[src/rtl/dcache_port_arb_pkg.sv]
// Shared types for the data-cache port arbiter: FSM states, memory op encoding, request payload.
package dcache_port_arb_pkg;

  localparam int unsigned ADDR_W = 32;
  localparam int unsigned DATA_W = 32;
  localparam int unsigned BE_W   = 4;

  typedef enum logic [1:0] {
    ARB_IDLE  = 2'd0,
    ARB_ISSUE = 2'd1,
    ARB_WAIT  = 2'd2
  } arb_state_e;

  typedef enum logic {
    MEM_OP_READ  = 1'b0,
    MEM_OP_WRITE = 1'b1
  } mem_op_e;

  typedef struct packed {
    mem_op_e             op;
    logic [ADDR_W-1:0]   addr;
    logic [BE_W-1:0]     wtype;
    logic [DATA_W-1:0]   wdata;
  } mem_req_t;

endpackage

[src/rtl/dcache_port_arb_starve_ctr.sv]
// Counts consecutive arbitration losses of requester 1 and requests a forced grant once the limit is hit.
module arb_starve_ctr #(
  parameter int unsigned STARVE_LIMIT = 4,
  parameter int unsigned CNT_W        = 3
) (
  input  logic clk,
  input  logic rstn,
  input  logic rq1_valid,
  input  logic grant0,
  input  logic grant1,
  output logic force_rq1_c
);

  logic [CNT_W-1:0] cnt;

  // Any cycle without a waiting rq1 clears the history; losses saturate.
  always_ff @(posedge clk) begin
    if (!rstn) begin
      cnt <= '0;
    end else if (!rq1_valid || grant1) begin
      cnt <= '0;
    end else if (grant0 && (cnt != {CNT_W{1'b1}})) begin
      cnt <= cnt + CNT_W'(1);
    end
  end

  assign force_rq1_c = (cnt >= CNT_W'(STARVE_LIMIT));

endmodule

[src/rtl/dcache_port_arb.sv]
// Two-requester arbiter for the single dcache request port: one outstanding access,
// response routed to the owner, responses of flushed exe requests suppressed.
module dcache_port_arb
  import dcache_port_arb_pkg::*;
#(
  parameter int unsigned STARVE_LIMIT = 4,
  parameter int unsigned CNT_W        = 3
) (
  input  logic              clk,
  input  logic              rstn,
  input  logic              flush,
  input  logic              rq0_valid,
  input  logic              rq0_op,
  input  logic [ADDR_W-1:0] rq0_addr,
  input  logic [BE_W-1:0]   rq0_wtype,
  input  logic [DATA_W-1:0] rq0_wdata,
  output logic              rq0_ready,
  output logic              rq0_resp_valid,
  output logic [DATA_W-1:0] rq0_rdata,
  input  logic              rq1_valid,
  input  logic              rq1_op,
  input  logic [ADDR_W-1:0] rq1_addr,
  input  logic [BE_W-1:0]   rq1_wtype,
  input  logic [DATA_W-1:0] rq1_wdata,
  output logic              rq1_ready,
  output logic              rq1_resp_valid,
  output logic [DATA_W-1:0] rq1_rdata,
  output logic              c_valid,
  output logic              c_op,
  output logic [ADDR_W-1:0] c_addr,
  output logic [BE_W-1:0]   c_write_type,
  output logic [DATA_W-1:0] c_wdata,
  input  logic              c_data_valid,
  input  logic [DATA_W-1:0] c_rdata,
  output logic              busy
);

  arb_state_e state;
  logic       owner;
  logic       drop;
  mem_req_t   creq;
  logic       c_valid_q;
  logic       busy_q;

  logic       accept_c;
  logic       elig0_c;
  logic       grant0_c;
  logic       grant1_c;
  logic       force_rq1_c;
  logic       resp_fire_c;
  mem_req_t   rq0_req_c;
  mem_req_t   rq1_req_c;

  assign rq0_req_c = '{op: mem_op_e'(rq0_op), addr: rq0_addr, wtype: rq0_wtype, wdata: rq0_wdata};
  assign rq1_req_c = '{op: mem_op_e'(rq1_op), addr: rq1_addr, wtype: rq1_wtype, wdata: rq1_wdata};

  arb_starve_ctr #(
    .STARVE_LIMIT (STARVE_LIMIT),
    .CNT_W        (CNT_W)
  ) u_starve (
    .clk         (clk),
    .rstn        (rstn),
    .rq1_valid   (rq1_valid),
    .grant0      (grant0_c),
    .grant1      (grant1_c),
    .force_rq1_c (force_rq1_c)
  );

  // Grant: rq0 first unless flushed or rq1 has starved long enough.
  always_comb begin
    accept_c    = (state == ARB_IDLE) || ((state == ARB_WAIT) && c_data_valid);
    elig0_c     = rq0_valid && !flush;
    grant1_c    = accept_c && rq1_valid && (force_rq1_c || !elig0_c);
    grant0_c    = accept_c && elig0_c && !grant1_c;
    resp_fire_c = (state == ARB_WAIT) && c_data_valid;
  end

  assign rq0_ready = grant0_c;
  assign rq1_ready = grant1_c;

  // A flush on the completion cycle kills the rq0 response immediately.
  assign rq0_resp_valid = resp_fire_c && !owner && !(drop || flush);
  assign rq1_resp_valid = resp_fire_c && owner;
  assign rq0_rdata      = (resp_fire_c && !owner) ? c_rdata : '0;
  assign rq1_rdata      = (resp_fire_c && owner)  ? c_rdata : '0;

  assign c_valid      = c_valid_q;
  assign c_op         = creq.op;
  assign c_addr       = creq.addr;
  assign c_write_type = creq.wtype;
  assign c_wdata      = creq.wdata;
  assign busy         = busy_q;

  // Sequencer: a grant always lands in ISSUE, so WAIT->ISSUE chains without a bubble.
  always_ff @(posedge clk) begin
    if (!rstn) begin
      state     <= ARB_IDLE;
      owner     <= 1'b0;
      drop      <= 1'b0;
      creq      <= '0;
      c_valid_q <= 1'b0;
      busy_q    <= 1'b0;
    end else begin
      c_valid_q <= 1'b0;
      if (grant0_c || grant1_c) begin
        state     <= ARB_ISSUE;
        owner     <= grant1_c;
        drop      <= 1'b0;
        creq      <= grant1_c ? rq1_req_c : rq0_req_c;
        c_valid_q <= 1'b1;
        busy_q    <= 1'b1;
      end else begin
        if (flush && !owner && (state != ARB_IDLE)) begin
          drop <= 1'b1;
        end
        unique case (state)
          ARB_ISSUE: begin
            state  <= ARB_WAIT;
            busy_q <= 1'b1;
          end
          ARB_WAIT: begin
            if (c_data_valid) begin
              state  <= ARB_IDLE;
              busy_q <= 1'b0;
            end
          end
          default: begin
            state  <= ARB_IDLE;
            busy_q <= 1'b0;
          end
        endcase
      end
    end
  end

endmodule

[config.mk]
export PLATFORM = sky130hd
export DESIGN_NAME = dcache_port_arb
export DESIGN_NICKNAME = d
export VERILOG_FILES = /design/src/rtl/dcache_port_arb_pkg.sv /design/src/rtl/dcache_port_arb_starve_ctr.sv /design/src/rtl/dcache_port_arb.sv
export SDC_FILE = /design/constraint.sdc
export NUM_CORES = 1
export LEC_CHECK = 0
export BUFFER_PORTS_ARGS = -buffer_cell sky130_fd_sc_hd__buf_4
export CORE_AREA = 5 5 118 120
export DETAILED_ROUTE_END_ITERATION = 12
export DIE_AREA = 0 0 123 125
export PLACE_DENSITY_LB_ADDON = 0.05
export SKIP_LAST_GASP = 1
export SYNTH_ARGS = -nofsm -noshare
export SYNTH_HDL_FRONTEND = slang
export SYNTH_SLANG_ARGS = --single-unit
[constraint.sdc]
create_clock -name clk -period 1.4 [get_ports clk]
set_clock_uncertainty 0.2 [all_clocks]
set_input_delay 0 -clock clk [delete_from_list [all_inputs] [get_ports clk]]
set_output_delay 0 -clock clk [all_outputs]
set_load 0.02 [all_outputs]
==> summary.txt <==
Status - finished, violations left
Failing checks - hold timing, setup timing
First-pass GRT wire length - 35.4 mm
Post-Route WL - 24.8 mm
Hold_sp - rq1_valid
R2R Path Start - state[1]
Nets - 1182
PwrDens - 848 nW/um2
Synthesized cell area - 3970 um2
FF-to-FF path depth - 7
Critical path's slowest cell - dfxtp_4
FF-to-FF End - c_addr[20]
Avg Cell Area, Syn - 7.85 um2
R2r setup slk - -410 ps
Clock insertion delay at the later pin of the skew report - 340 ps
Top-area cell type share of the netlist area - 39.4%
Worst slew pin tran - 667 ps
Port bufs - 314
Startpoint Class - flop
CP arrival - 1870 ps
Synth Area in Compound Gates - 32.7%
RSZ-0062 raised after global routing - true
Simple-Gate Fraction of Synth Area - 14.0%
P_sw - 2.94 mW
CORE AREA - 12900 um2
Post-synthesis register bit count - 78
Ys Warns - 0
Critical Path RT - 1460 ps
Final Util - 79.3%
Top_reg_cell synth - dfxtp_1
Worst setup path startpoint - state[1]
Hold Path End - u_starve.cnt[0]
Sw Ratio - 34.0%
Post-synth top cells - a21oi_1 (128), dfxtp_1 (78), inv_1 (72)
Hold Path Cell Cnt - 5
Register clock-pin slew on the reported worst setup and hold paths - 70 ps
Lkg Pwr - 4.64 nW
Via-to-Cell Ratio - 4.98
DR WL/cell - 21.0 um
Pint - 5.71 mW
Total grt overflow - 0
Synth top area cells - dfxtp_1 (39%), a21oi_1 (16%), and2_1 (10%), o22ai_1 (9.3%), inv_1 (6.8%)
Clock Tree Buf Depth - 2
CTS sink cnt - 78
Crit Path Class - flop to flop
Number of DRC markers in iteration 0 - 279
Worst hold margin - -21.2 ps
Total Power - 8.65 mW
Post-DP HPWL - 12.3 mm
Largest net degree at the start of global routing - 39
Cell Rows - 42
Logic pwr share - 42.5%
Largest family of logic cells by synthesized area - compound AO/OA/AOI/OAI gates
Max-cap check violation count - 0
Worst vdd ir - 554 uV
DP Area - 6670 um2
Mux cell area share after synthesis - 0.505%
Initial Util - 30.8%
Drt pass-1 iters - 4
CP cell instances - buf_6, nand2b_4, buf_4, and4_4, buf_12, a21oi_1, o22ai_1
DP Cell Count - 974
Top Ports - 315
Synth area leader - dfxtp_1
Share of layout cells above drive strength 1 - 57.9%
Finished Layout Cells - 1184
Root Driver - clkbuf_16
Vias - 5902
Final instance area - 10200 um2
Register area share after synthesis - 39.4%
Syn Inst Count - 505
Synth Area in XOR/XNOR - 0.221%
Initial antenna violation count - 0
Worst rel slew slack - 55.6%
Tmin final - 1810 ps
Final slew viol count - 0
Remaining DRCs - 0
Final Hold Viols - 1
Fill cells - 792
Async set or reset register ratio after synthesis - 0%
Syn nets - 684
Yosys cell types - 35
Critical Path End Type - flop
Area share of fa/ha/maj cells after synthesis - 0.947%
Syn-to-layout area delta - 157%
Die W - 123 um
Post-synth EDFFs - 0
Antenna cells - 0
CTS Buf Count - 9
Fin crit share - 129%
Setup ws final - -412 ps
Total GRT Usage - 29.9%
Hold crit path type - input port to flop
Htree depth - 3
Crit Path Max Fanout - 20
Final setup violation count - 145
Largest stage delay on the critical path - 350 ps
GP Congestion - 0.789
CTS tree - built
Peak Freq - 0.552 GHz
Die area - 15400 um2
Post-route antenna net violation count - 0
Clk pwr share - 26.1%
Area occupied by multi-input gates - 2730 um2
Most numerous cell in the Yosys netlist - a21oi_1
Vias in the first global route - 6433
Seq. cell area - 1570 um2
Seq pwr share - 31.5%
Die Height - 125 um
==> state kept, by name (all words and copies together) (netlist names) <==
signal / cells
busy: 1
state: 2
c_valid: 1
c_op: 1
owner: 1
drop: 1
c_addr: 32
c_wdata: 32
u_starve.cnt: 3
c_write_type: 4
==> cells in the final DEF, fill, tap and decap left out, drive strengths merged <==
cell	count
a21oi	138
clkbuf	15
and2	66
nor3b	1
nor4	1
nor2	8
inv	73
buf	385
ha	3
a21boi	1
o2111ai	1
clkinv	4
o21a	1
a211oi	2
dfxtp	78
nor2b	2
and3b	1
nand2b	2
nand3	1
o21ai	2
dlygate4sd3	142
o31a	1
o22ai	69
nor3	3
mux2i	2
xnor2	1
and4	1
and3	1
nand2	3
==> metrics by stage <==
stage	worst slack [ps]	TNS, ps
after floorplan	-84.9	-1630
after global placement	-149	-7370
after detailed placement	-195	-10370
after CTS	-347	-40920
after global routing	-449	-52960
final	-412	-45260
==> cell families after synthesis <==
| logic type | after synthesis |
|---|---|
| xor gates and xnor gates | 1 |
| buffers and inverters | 116 |
| and+or+nand+nor | 90 |
| AOI/OAI and AO/OA | 215 |
| muxes | 2 |
| adders and majority gates | 3 |
| DFF | 78 |
==> power groups by stage <==
stage / clock network, mW / logic (mW) / registers (mW)
6_report: 2.26 / 3.68 / 2.72
4_1_cts: 2.26 / 3.46 / 2.71
5_1_grt: 2.37 / 3.86 / 2.75
3_5_place_dp: 0 / 2.31 / 2.75
2_1_floorplan: 0 / 0.778 / 3.10
3_3_place_gp: 0 / 2.29 / 2.74
==> worst max path at each step <==
stage	endpoint	depth (start not counted)
after global placement	c_write_type[1]	5
after global routing	c_addr[20]	7
final	c_addr[20]	7
after floorplan	c_addr[25]	7
after detailed placement	u_starve.cnt[2]	6
after CTS	rq1_rdata[29]	5
==> worst max-delay path: cells and delay by family, from the launching register on <==
kind | cells | cell delay [ps]
AND/OR/NAND/NOR | 2 | 420
buffers and inverters | 3 | 470
flip-flops | 1 | 350
AO/OA/AOI/OAI | 2 | 280
==> repair_timing <==
item	4_1_cts	5_1_grt
pin swaps	14	24
resized for setup	125	123
gates cloned	26	3
endpoints found under the setup margin	141	145
hold buffers	141	1
setup buffers	36	1
endpoints found under the hold margin	77	2
==> layout make-up <==
type / count / share of cell area [%]
Clock inverter: 4 / 0.307
Multi-Input combinational cell: 311 / 26.8
Tap cell: 176 / 2.16
Clock buffer: 12 / 2.42
Inverter: 73 / 2.83
Timing Repair Buffer: 530 / 50.1
Sequential cell: 78 / 15.4
==> metal layers <==
metal | routed length, um | track usage [%]
met1 | 8620 | 30.6
met5 | 0 | 0
met3 | 1950 | 7.72
met2 | 13000 | 55.2
met4 | 1260 | 15.1
(Power assumes the default switching activity.)
